--- config.mk ---
export PLATFORM = sky130hd
export DESIGN_NAME = out_frame_sched
export DESIGN_NICKNAME = d
export VERILOG_FILES = /design/src/rtl/out_frame_sched.sv
export SDC_FILE = /design/constraint.sdc
export NUM_CORES = 1
export LEC_CHECK = 0
export CAP_MARGIN = 20
export CORE_MARGIN = 4
export CORE_UTILIZATION = 25
export CTS_CLUSTER_SIZE = 16
export DETAILED_ROUTE_END_ITERATION = 12
export PLACE_DENSITY = 0.45
export SLEW_MARGIN = 20
export SYNTH_ARGS = -nofsm -noshare
export SYNTH_HDL_FRONTEND = slang
export SYNTH_SLANG_ARGS = --single-unit
--- constraint.sdc ---
create_clock -name clk_out -period 9.3 [get_ports clk_out]
set_input_delay 1.86 -clock clk_out [delete_from_list [all_inputs] [get_ports clk_out]]
set_output_delay 1.86 -clock clk_out [all_outputs]
set_load 0.02 [all_outputs]
--- src/rtl/out_frame_sched.sv ---
// Output-side frame scheduler: round-robin grant among NCH requesters, then
// streams the granted frame's words from the shared FIFO into the serializer.
//
// state | meaning
// ------+--------------------------------------------------------------
// IDLE  | no frame active; arbitration and length check happen here
// READ  | granted frame in progress; one word in flight at a time
// DONE  | final word loaded; acknowledge requester for one cycle
module out_frame_sched #(
   parameter int NCH       = 8,
   parameter int LEN_W     = 4,
   parameter int MAX_WORDS = 8,
   parameter int TIMEOUT   = 64
) (
   input  logic                 clk_out,
   input  logic                 rst,
   input  logic [NCH-1:0]       req,
   input  logic [NCH*LEN_W-1:0] req_len,
   input  logic                 fifo_empty,
   output logic                 fifo_rd_en,
   input  logic                 ser_ready,
   output logic                 ser_load,
   output logic                 ser_last,
   output logic [NCH-1:0]       ser_ch,
   output logic [NCH-1:0]       grant_ack,
   output logic                 busy,
   output logic                 len_err,
   output logic                 stall_err
);

   localparam int IW = (NCH > 1) ? $clog2(NCH) : 1;
   localparam int TW = (TIMEOUT > 1) ? $clog2(TIMEOUT) : 1;
   localparam logic [LEN_W:0] MAXW = (LEN_W+1)'(MAX_WORDS);
   localparam logic [TW-1:0]  TMO_LAST = TW'(TIMEOUT - 1);

   typedef enum logic [1:0] {IDLE, READ, DONE} state_t;

   state_t state, state_nx;

   logic [IW-1:0]    last, ch, win, idx;
   logic             win_vld, len_ok, abort;
   logic [NCH-1:0]   req_m, ack_q;
   logic [LEN_W-1:0] len, issued, loaded, win_len;
   logic             inflight;
   logic [TW-1:0]    tmo;
   logic             len_err_q, stall_err_q;

   function automatic logic [NCH-1:0] onehot(input logic [IW-1:0] i);
      onehot    = '0;
      onehot[i] = 1'b1;
   endfunction

   // A requester may still hold req during its ack cycle; mask it so it is not re-granted.
   assign req_m = req & ~ack_q;

   // Descending scan so the nearest set bit after 'last' is the final assignment.
   always_comb begin
      win_vld = 1'b0;
      win     = last;
      idx     = last;
      for (int k = NCH; k >= 1; k--) begin
         idx = IW'((32'(last) + k) % NCH);
         if (req_m[idx]) begin
            win_vld = 1'b1;
            win     = idx;
         end
      end
   end

   assign win_len = req_len[win*LEN_W +: LEN_W];
   assign len_ok  = (win_len != '0) && ({1'b0, win_len} <= MAXW);

   assign abort      = (state == READ) && (tmo == TMO_LAST) && !inflight;
   assign fifo_rd_en = (state == READ) && ser_ready && !fifo_empty && !inflight
                       && (issued < len) && !abort;
   assign ser_load   = inflight;
   assign ser_last   = inflight && (loaded == len - LEN_W'(1));

   assign busy      = (state != IDLE);
   assign ser_ch    = (state != IDLE) ? onehot(ch) : '0;
   assign grant_ack = ack_q | ((state == DONE) ? onehot(ch) : '0);
   assign len_err   = len_err_q;
   assign stall_err = stall_err_q;

   always_comb begin
      state_nx = state;
      case (state)
         IDLE:    if (win_vld && len_ok) state_nx = READ;
         READ: begin
            if (ser_last)   state_nx = DONE;
            else if (abort) state_nx = IDLE;
         end
         DONE:    state_nx = IDLE;
         default: state_nx = IDLE;
      endcase
   end

   always_ff @(posedge clk_out or posedge rst) begin
      if (rst) begin
         state       <= IDLE;
         last        <= IW'(NCH - 1);
         ch          <= '0;
         len         <= '0;
         issued      <= '0;
         loaded      <= '0;
         inflight    <= 1'b0;
         tmo         <= '0;
         ack_q       <= '0;
         len_err_q   <= 1'b0;
         stall_err_q <= 1'b0;
      end else begin
         state       <= state_nx;
         ack_q       <= '0;
         len_err_q   <= 1'b0;
         stall_err_q <= 1'b0;
         case (state)
            IDLE: begin
               if (win_vld) begin
                  ch       <= win;
                  len      <= win_len;
                  issued   <= '0;
                  loaded   <= '0;
                  inflight <= 1'b0;
                  tmo      <= '0;
                  if (!len_ok) begin
                     len_err_q <= 1'b1;
                     ack_q     <= onehot(win);
                     last      <= win;
                  end
               end
            end
            READ: begin
               if (fifo_rd_en) begin
                  inflight <= 1'b1;
                  issued   <= issued + LEN_W'(1);
               end
               if (inflight) begin
                  inflight <= 1'b0;
                  loaded   <= loaded + LEN_W'(1);
                  tmo      <= '0;
               end else begin
                  tmo <= tmo + TW'(1);
               end
               // Abandon the frame; words already read are not rolled back.
               if (abort) begin
                  stall_err_q <= 1'b1;
                  ack_q       <= onehot(ch);
                  last        <= ch;
               end
            end
            DONE:    last <= ch;
            default: ;
         endcase
      end
   end

endmodule

=== Word level (Yosys, flattened, before mapping) ===
Index checks and enable logic that the tools add are counted.

* Register bits: 37
* Word-level logic and storage cells: 145
* Input bits: 44

* Bitwise operators: 3
* Equality and inequality tests: 11
* Mux-type cells: 67
* $add $sub $neg: 12
* Shift-type cells: 1
* Reductions and logical operators: 26
* $lt $le $gt $ge: 14

{| class="wikitable"
|+ Operators with widths
! cell !! number
|-
| less-than comparator 3 x 4 -> 1 bit (second input constant) || 10
|-
| two-way mux 8 bit || 5
|-
| two-way mux 3 bit || 11
|-
| indexed part select 32 x 6 -> 4 bit || 1
|-
| two-way mux 1 bit || 26
|-
| binary-select mux 1 bit (select 3 bit) || 8
|-
| one-hot mux 4 bit (2 select lines) || 2
|-
| one-hot mux 8 bit (2 select lines) || 1
|-
| adder 3 bit (second input constant) || 4
|-
| logical AND 1 bit || 12
|-
| two-way mux 4 bit || 3
|-
| two-way mux 6 bit || 2
|-
| inequality test 2 bit (second input constant) || 6
|-
| one-hot mux 6 bit (2 select lines) || 1
|-
| one-hot mux 3 bit (3 select lines) || 1
|-
| adder 4 x 1 -> 4 bit (second input constant) || 2
|-
| bitwise AND 8 bit || 1
|-
| inverter 8 bit || 1
|-
| OR 8 bit || 1
|-
| adder 3 x 1 -> 3 bit (second input constant) || 2
|-
| adder 3 x 2 -> 3 bit (second input constant) || 2
|-
| adder 6 x 1 -> 6 bit (second input constant) || 1
|-
| demux 1 bit (select 3 bit) || 2
|-
| equality test 6 bit (second input constant) || 1
|-
| other kinds (19) || 28
|}

=== Depth between registers and ports, before layout ===
Gate-level depths: netlist of run 1.

* Word-level depth: 19
* Gate-level depth with buffers: 18
* Depth with buffers taken out: 14

=== Worst setup path after synthesis of run 1 ===
OpenSTA, ideal clock, no wires.

* Path type: in2reg
* Start point: input port req[2]
* End point: register state[1]
* Data arrival time: 4.819 ns
* Path slack: 4.361 ns
* Path buffers: 0
* Required time: 9.180 ns
* Stages: 11
* Cell sequence: or3b_4 > and2_4 > mux4_2 > a31o_2 > or3_1 > or4_4 > a21oi_2 > o211ai_1 > xor2_1 > o31a_1 > a31o_1

* Longest elaborated chain between the ends: 17
* Elaborated cells between the ends (all ways): 40

{| class="wikitable"
|+ RTL lines
! item !! RTL line !! RTL
|-
| start, declared || 17 || <nowiki>input logic [NCH-1:0] req,</nowiki>
|-
| bitwise AND 8 bit * || 54 || <nowiki>assign req_m = req & ~ack_q;</nowiki>
|-
| binary-select mux 1 bit (select 3 bit) || 63 || <nowiki>if (req_m[idx]) begin</nowiki>
|-
| two-way mux 1 bit (implied by the code) || 63 ||
|-
| two-way mux 3 bit (8 in series) || 63 ||
|-
| indexed part select 32 x 6 -> 4 bit || 70 || <nowiki>assign win_len = req_len[win*LEN_W +: LEN_W];</nowiki>
|-
| <= comparator 4 bit / nonzero test 4 bit (equally long branches) || 71 || <nowiki>assign len_ok = (win_len != '0) && ({1'b0, win_len} <= MAXW);</nowiki>
|-
| logical AND 1 bit || 71 ||
|-
| logical AND 1 bit * || 88 || <nowiki>IDLE: if (win_vld && len_ok) state_nx = READ;</nowiki>
|-
| inequality test 2 bit (no source line) * || -- ||
|-
| AND reduction 2 bit (no source line) * || -- ||
|-
| end signal, assigned || 112 || <nowiki>state <= state_nx;</nowiki>
|-
| end, declared || 38 || <nowiki>state_t state, state_nx;</nowiki>
|}

Every way passes the cells marked *; elsewhere a longest branch is shown, timed or not. The select of a mux whose other input is x is not followed.
A chain may end at the register's enable or synchronous reset.

=== Final worst setup path of run 1 ===
* Start point: input port req[5]
* End point: register ack_q[6]

* Longest elaborated chain between the ends: 18
* Elaborated cells between the ends (all ways): 45

{| class="wikitable"
|+ RTL lines
! item !! RTL line !! RTL
|-
| bitwise AND 8 bit * || 54 ||
|-
| branches (longest 15 deep; another with <= comparator 4 bit) || -- ||
|-
| two-way mux 8 bit * || 118 || <nowiki>if (win_vld) begin</nowiki>
|-
| one-hot mux 8 bit (2 select lines) * || 116 || <nowiki>case (state)</nowiki>
|-
| end signal, assigned || 127 || <nowiki>ack_q <= onehot(win);</nowiki>
|-
| end signal, assigned || 147 || <nowiki>ack_q <= onehot(ch);</nowiki>
|-
| end, declared || 42 || <nowiki>logic [NCH-1:0] req_m, ack_q;</nowiki>
|}

Mark *: on every way between the ends. The select of a mux whose other input is x is not followed.

==> impl_metrics.csv, run 1 <==
group,metric,value,unit
timing,period_needed,6110,ps
timing,fin_tns_setup,0,ps
timing,fin_crit_sh,0.658,
synthesis,synth-edff-count,0,
worst_setup_path,cp-startpoint,"req[5]",
synthesis,seq_area_frac_synth,0.249,
clock_tree,cts_hold_buf,0,
drt,drc_errors,0,
placement,dp_cells,678,
grt,busiest_layer,"met2",
drt,dr.first_iter.drc_count,359,
grt,grt_max_degree,38,
floorplanning,die_x,130,um
placement,post-place-ws,2930,ps
grt,antenna_found_initial,0,
synthesis,yosysWarnings,0,
cells_and_area,instances_no_fill,686,
cells_and_area,n_antenna_cell,0,
worst_setup_path,critPathCaptureType,"flip-flop",
worst_setup_path,crit-reg2reg-capture,"ack_q[6]",
worst_setup_path,path_max_fanout,12,
synthesis,syn_inst,449,
grt,use_met3,0.0201,
worst_setup_path,reg2reg_from,"last[0]",
drt,antenna_left,0,
worst_setup_path,rr_worst_depth,14,
worst_setup_path,critical_path_class,"input pin to flip-flop",
cells_and_area,nets,558,
synthesis,syn_area_per_cell,8.33,sq um
floorplanning,core_area,0.0146,sq mm
floorplanning,die_h,130,um
power,powerDensity,234,mW/mm^2
synthesis,ys.flop_type,"dfrtp_1",
clock_tree,htree_levels,2,
timing,setup_slack,3190,ps
synthesis,synth_cell_types,77,
synthesis,async_reset_ff_frac,1.00,
floorplanning,start_util,0.256,
grt,grt_usage,0.139,
cells_and_area,post-route-util,0.324,
timing,hold_viol,0,
worst_setup_path,crit_arrival,6320,ps
clock_tree,path_clk_slew,60,ps
clock_tree,cts.path.max_buffers,2,
drt,routed_wl,11700,um
clock_tree,cts_made_buffers,5,
synthesis,yosys_register_bits,37,
floorplanning,io_pins,66,
job,maxCapViolCount,0,
floorplanning,die_area,0.0170,sq mm
placement,hpwl,9200,um
cells_and_area,area_growth,26.5,%
cells_and_area,layout-drive-gt1-share,0.0876,
min_path,hold_depth,1,
grt,grt_remaining_overflow,0,
synthesis,synth_area,0.00374,sq mm
timing,fmax,164,MHz
grt,met1_usage,0.178,
min_path,min_path_type,"flip-flop to flip-flop",
clock_tree,cts_resized,0,
power,ir_drop,0.0884,mV
cells_and_area,layout_common_cells,"65 x clkdlybuf4s50_1, 54 x nand2_1, 34 x dfrtp_1, 33 x nor2_1, 25 x o21ai_0",
timing,rsz0062_at_grt,"false",
clock_tree,clock_latency,280,ps
drt,first_pass_iters,5,
worst_setup_path,start_kind,"input pin",
synthesis,synth_fp_nets,506,
grt,grtUsageMet2,0.249,
placement,gp_congestion,0.857,
clock_tree,cts_tree,"built",
outcome,status,"completed",
drt,viasPerCell,5.30,
drt,num_vias,3637,
power,power.leakage,0.00194,uW
drt,routedWlPerCell,17.1,um
timing,skew,6.66,ps
timing,relSlewSlack,0.354,
clock_tree,cts_setup_buffers,0,
placement,io_buffers,65,
timing,setup_viol,0,
floorplanning,core.rowCount,44,
grt,grt_pass1_vias,3544,
clock_tree,clockRootBuffer,"clkbuf_16",
timing,tightest_slew,965,ps
timing,maxSlewViolCount,0,
worst_setup_path,endpoint,"ack_q[6]",
grt,grt_pass1_wl,18900,um
clock_tree,cts.sinks,37,
cells_and_area,final_common_cell,"clkdlybuf4s50_1",
worst_setup_path,r2r_setup_slack,3450,ps
worst_setup_path,critical_path_required,9500,ps
==> where the power goes <==
| part | switching [uW] | total, uW | internal (uW) |
|---|---|---|---|
| clock network | 70.3 | 225 | 155 |
| logic | 399 | 672 | 273 |
| registers | 28.4 | 208 | 179 |
==> logic make-up after synthesis <==
family,share of synthesized area
compound gates,0.237
xor+xnor,0.0328
fa+ha+maj,0.0435
buf+inv,0.0472
flops,0.249
mux,0.147
simple gates,0.244
==> per-stage QoR <==
stage	area, sq um	hold WS (ps)	total power, uW
floorplan	3740	448	719
global placement	4530	472	883
detailed placement	4530	469	884
CTS	4720	479	1110
global route	4730	533	1190
finish	4730	485	1100
==> final cells by class <==
class                      count  area [sq um]
tap                          184           230
fill                        1493          9860
clock inverter                 3          68.8
inverter                      19          71.3
clock buffer                   5           125
multi-input combinational    371          2640
timing repair buffer          67           666
sequential                    37           930
==> worst max-delay path: stages <==
cell and delay [ps]:
clkdlybuf4s50_1 490, nor2b_1 320, mux2i_1 260, mux4_2 570, a21bo_4 250, a21oi_1 70
o211ai_1 790, mux2_1 400, o22ai_1 260, o211ai_1 150, xor2_1 450, nand3b_1 230
o22ai_1 200
==> layer usage <==
layer | routed length (um) | vias to the layer above
li1 | - | 1789
met1 | 5040 | 1744
met2 | 6090 | 90
met3 | 430 | 14
met4 | 169 | 0
met5 | 0 | -
==> worst min-delay path by stage <==
stage                 from      to  slack, ps
floorplan           tmo[5]  tmo[5]        450
global placement    tmo[5]  tmo[5]        470
detailed placement  tmo[5]  tmo[5]        470
CTS                 tmo[5]  tmo[5]        480
global route        tmo[5]  tmo[5]        530
finish              tmo[5]  tmo[5]        490
==> cells in the mapped netlist, types with 6 or more instances <==
| library cell | number | area [sq um] |
|---|---|---|
| nand2_1 | 54 | 203 |
| nor2_1 | 33 | 124 |
| a21o_1 | 7 | 52.6 |
| nand2b_1 | 13 | 81.3 |
| mux2i_1 | 24 | 240 |
| nor2b_1 | 11 | 68.8 |
| buf_2 | 9 | 45.0 |
| o22ai_1 | 8 | 50.1 |
| clkbuf_1 | 11 | 41.3 |
| o211ai_1 | 6 | 45.0 |
| inv_1 | 17 | 63.8 |
| nand3_1 | 23 | 115 |
| a22oi_1 | 7 | 52.6 |
| a21oi_1 | 17 | 85.1 |
| xnor2_1 | 6 | 52.6 |
| dfrtp_1 | 34 | 851 |
| nor3_1 | 9 | 45.0 |
| xor2_1 | 8 | 70.1 |
| nand4_1 | 10 | 62.6 |
| o21ai_0 | 25 | 125 |
| ha_1 | 13 | 163 |
| mux4_2 | 11 | 248 |
==> flip-flops by register name (all words and copies together) (netlist names) <==
name and count:
state 2, loaded 4, last 3, issued 4
ser_load 1, len 4, tmo 6, ack_q 8
ch 3, len_err 1, stall_err 1
Note: power is estimated with default switching activity, not from simulation.
==> inputs of run 2 (changes only) <==
==> constraint.sdc (replaced) <==
create_clock -name clk_out -period 6.3 [get_ports clk_out]
set_input_delay 1.26 -clock clk_out [delete_from_list [all_inputs] [get_ports clk_out]]
set_output_delay 1.26 -clock clk_out [all_outputs]
set_load 0.02 [all_outputs]
==> impl_metrics.csv, run 2 (synthesized netlist as in run 1, its figures left out) <==
group,metric,value,unit
drt,routedWlPerCell,17.4,um
worst_setup_path,critical_path_class,"input pin to flip-flop",
clock_tree,cts_tree,"built",
timing,hold_viol,0,
power,ir_drop,0.124,mV
clock_tree,cts_setup_buffers,0,
drt,dr.first_iter.drc_count,420,
timing,period_needed,5210,ps
grt,grt_remaining_overflow,0,
power,power.leakage,0.00196,uW
worst_setup_path,critPathCaptureType,"flip-flop",
clock_tree,cts_resized,0,
worst_setup_path,crit_arrival,5410,ps
drt,first_pass_iters,5,
clock_tree,cts_hold_buf,0,
floorplanning,core.rowCount,44,
worst_setup_path,endpoint,"ack_q[7]",
timing,fin_tns_setup,0,ps
worst_setup_path,critical_path_required,6490,ps
floorplanning,start_util,0.256,
grt,grt_usage,0.143,
placement,place_area,0.00458,sq mm
floorplanning,die_h,130,um
cells_and_area,final_common_cell,"clkdlybuf4s50_1",
floorplanning,die_area,0.0170,sq mm
cells_and_area,layout-drive-gt1-share,0.0982,
worst_setup_path,cpPeakStageDelay,560,ps
floorplanning,die_x,130,um
drt,num_vias,3700,
timing,rsz0062_at_grt,"false",
cells_and_area,nets,565,
timing,skew,2.88,ps
clock_tree,path_clk_slew,60,ps
clock_tree,cts.sinks,37,
placement,gp_congestion,0.889,
drt,antenna_left,0,
drt,routed_wl,12000,um
cells_and_area,final_area,0.00474,sq mm
worst_setup_path,reg2reg_from,"last[1]",
timing,relSlewSlack,0.550,
placement,io_buffers,65,
cells_and_area,top_regs,"ack_q x8, tmo x6",
worst_setup_path,cpMaxStageDelayCell,"mux4_2",
floorplanning,core_area,0.0146,sq mm
cells_and_area,top_register,"ack_q",
worst_setup_path,crit-reg2reg-capture,"ack_q[7]",
cells_and_area,area_growth,26.8,%
outcome,status,"completed",
timing,setup_slack,1090,ps
clock_tree,htree_levels,2,
timing,holdWs,492,ps
worst_setup_path,crit_chain,"clkdlybuf4s50_1 > nor2b_1 > mux2i_1 > mux4_2 > a21bo_4 > a211o_1 > o211ai_1 > buf_4 > mux2_1 > o22ai_1 > o211ai_1 > xor2_1 > nand3b_1 > o22ai_1",
clock_tree,cts_made_buffers,5,
clock_tree,cts.path.max_buffers,2,
drt,drc_errors,0,
timing,tightest_slew,672,ps
grt,grt_pass1_vias,3726,
placement,hpwl,9370,um
grt,grt_pass1_wl,19500,um
min_path,min_path_type,"flip-flop to flip-flop",
cells_and_area,largest_reg_flops,8,
worst_setup_path,r2r_setup_slack,1170,ps
floorplanning,io_pins,66,
job,maxCapViolCount,0,
timing,fmax,192,MHz
cells_and_area,n_antenna_cell,0,
placement,post-place-ws,843,ps
grt,grt_max_degree,38,
power,powerDensity,337,mW/mm^2
worst_setup_path,rr_worst_depth,14,
worst_setup_path,path_max_fanout,12,
power,power,1600,uW
clock_tree,clockRootBuffer,"clkbuf_16",
timing,setup_viol,0,
clock_tree,clock_latency,280,ps
timing,fin_crit_sh,0.828,
grt,antenna_found_initial,0,
worst_setup_path,start_kind,"input pin",
timing,maxSlewViolCount,0,
worst_setup_path,cp-startpoint,"req[5]",
drt,viasPerCell,5.34,
cells_and_area,layout_common_cells,"65 x clkdlybuf4s50_1, 54 x nand2_1, 34 x dfrtp_1, 33 x nor2_1, 25 x o21ai_0",
[run 2: cell types whose count changed in the layout (fill, tap and decap cells not counted), sizes merged]
cell | previous run | this run
buf | 2 | 9
bufinv | 2 | 0
clkbuf | 5 | 7
clkinv | 1 | 2
inv | 19 | 18
[run 2: report_power, final]
part | internal, uW | switching, uW
sequential | 264 | 27.6
clock | 167 | 95.2
combinational | 420 | 621
total | 852 | 744
[run 2: how the worst min path moves through the flow]
stage	startpoint	endpoint	slack, ps	cells after the start
3_5_place_dp	tmo[1]	tmo[1]	490	2
3_3_place_gp	tmo[5]	tmo[5]	480	1
2_1_floorplan	tmo[5]	tmo[5]	450	1
6_report	tmo[5]	tmo[5]	490	1
4_1_cts	tmo[5]	tmo[5]	500	1
5_1_grt	tmo[5]	tmo[5]	530	1
[run 2: worst max-delay path, delay by kind of cell]
family                 cells  cell delay, ps
AO/OA/AOI/OAI              6            1280
AND/OR/NAND/NOR            2             550
multiplexers               3            1100
buffers and inverters      2             700
XOR/XNOR                   1             510
[run 2: cell type report]
cell class | instances | area [sq um]
fill | 1513 | 9850
multi-input combinational | 371 | 2630
sequential | 37 | 930
timing repair buffer | 74 | 718
tap | 184 | 230
clock buffer | 7 | 153
inverter | 19 | 71.3
clock inverter | 1 | 5.00
[run 2: metal layers]
| metal | vias to the layer above | global-route usage | share of wire |
|---|---|---|---|
| met5 | - | 0 | 0 |
| met3 | 12 | 0.0164 | 0.028 |
| li1 | 1797 | - | - |
| met4 | 0 | 0.0348 | 0.013 |
| met1 | 1812 | 0.186 | 0.44 |
| met2 | 79 | 0.252 | 0.52 |
[run 2: stage by stage]
step / util / cells
floorplan: - / 449
global placement: 0.314 / 685
detailed placement: 0.314 / 685
CTS: 0.325 / 693
global route: 0.325 / 693
finish: 0.325 / 693
==> variant: new RTL, config.mk and constraints of run 2 <==
Set the parameter `TIMEOUT` to 128 (it was 64).
--- a/src/rtl/out_frame_sched.sv
+++ b/src/rtl/out_frame_sched.sv
@@ -10,7 +10,7 @@
    parameter int NCH       = 8,
    parameter int LEN_W     = 4,
    parameter int MAX_WORDS = 8,
-   parameter int TIMEOUT   = 64
+   parameter int TIMEOUT   = 128
 ) (
    input  logic                 clk_out,
    input  logic                 rst,
Check against the original RTL: not settled (the Yosys comparison gave no result); the edit may change what the design does.
==> variant against run 2 <==
  * Final cell count fell by 6.3%
  * Synthesized cell count decreased by 8.0%
  * Sequential share of layout area is 0.91 points higher
  * Sequential cell count increased by 1
  * Wire length down 4.9%
  * Cell area is 1.9% lower
  * Maximum frequency fell by 5.1%
  * Worst setup slack worse by 0.28 ns
  * Synthesized area fell by 2.2%
  * Via count decreased by 8.1%
  * Global-route usage shrank 0.51 points
Power is left out: the tool's default activity adds up to more than one toggle a clock period on the data nets, which glitch-free logic cannot reach.
==> variant: results (changes against run 2) <==
Slew at the pin closest to its max-slew limit -> 0.9059 ns (was 0.6722 ns)
Wire length the detailed router placed on met1 -> 5.091 mm (was 5.297 mm)
Largest fanout on the critical path -> 15 (was 12)
Outcome -> completed (unchanged)
Sequential area share after synthesis -> 26.09% (was 24.86%)
Ratio of routed vias to standard cells -> 5.237 (was 5.339)
Arrival time at the worst endpoint -> 5.70 ns (was 5.41 ns)
First-pass GRT wire length -> 18.44 mm (was 19.49 mm)
Global-route met2 utilization -> 22.84% (was 25.23%)
Placed Area -> 4453 um^2 (was 4583 um^2)
Number of instances in the placed design -> 641 (was 685)
Post-synth cell types -> 73 (was 77)
Via count of the first global-routing pass -> 3393 (was 3726)
Post-synthesis adder-cell area fraction -> 4.446% (was 4.349%)
Compound-cell area share of the yosys netlist -> 25.14% (was 23.72%)
Global routing usage summed across all routing layers -> 13.80% (was 14.31%)
Family with the most delay on the worst path -> multiplexers (was compound AO/OA/AOI/OAI gates)
Slowest stage cell on the critical path -> sky130_fd_sc_hd__nor4_1 (was sky130_fd_sc_hd__mux4_2)
Placer's final routability congestion estimate -> 0.8537 (was 0.8892)
Fraction of final layout cells with drive strength greater than 1 -> 11.51% (was 9.823%)
Wire length on met2 -> 5.524 mm (was 6.234 mm)
Detailed placement HPWL -> 9.023 mm (was 9.373 mm)
Top cells by area, synth -> sky130_fd_sc_hd__dfrtp_1, sky130_fd_sc_hd__mux4_2, sky130_fd_sc_hd__mux2i_1, sky130_fd_sc_hd__ha_1, sky130_fd_sc_hd__nand2_1 (was sky130_fd_sc_hd__dfrtp_1, sky130_fd_sc_hd__mux4_2, sky130_fd_sc_hd__mux2i_1, sky130_fd_sc_hd__nand2_1, sky130_fd_sc_hd__ha_1)
Mean Syn Cell Area -> 8.858 um^2 (was 8.329 um^2)
Nets in the synthesized netlist -> 470 (was 506)
Number of standard cells in the final layout excluding fillers -> 649 (was 693)
Post-synthesis mux area share -> 16.96% (was 14.65%)
[variant: cell type report]
cell class	instances	area, um^2
repair buffers	69	680.7
flip-flops and latches	38	954.7
fillers	1465	9444
multi-input cells	326	2485
well taps	180	225.2
clock buffers	6	138.9
clock inverters	2	60.06
inverters	28	107.6
[variant: worst paths after layout]
check | start | to | slack, ns | cells after the start
setup / recovery | req[3] | last[2]$_DFFE_PP1P_ | 0.80 | 14
hold / removal | tmo[3]$_DFFE_PP0P_ | tmo[3]$_DFFE_PP0P_ | 0.51 | 1
setup reg to reg | last[0]$_DFFE_PP1P_ | last[2]$_DFFE_PP1P_ | 0.87 | 14
hold reg to reg | tmo[3]$_DFFE_PP0P_ | tmo[3]$_DFFE_PP0P_ | 0.51 | 1
max in group asynchronous | rst | last[0]$_DFFE_PP1P_ | 4.52 | 3
min in group asynchronous | rst | stall_err$_DFF_PP0_ | 1.40 | 3
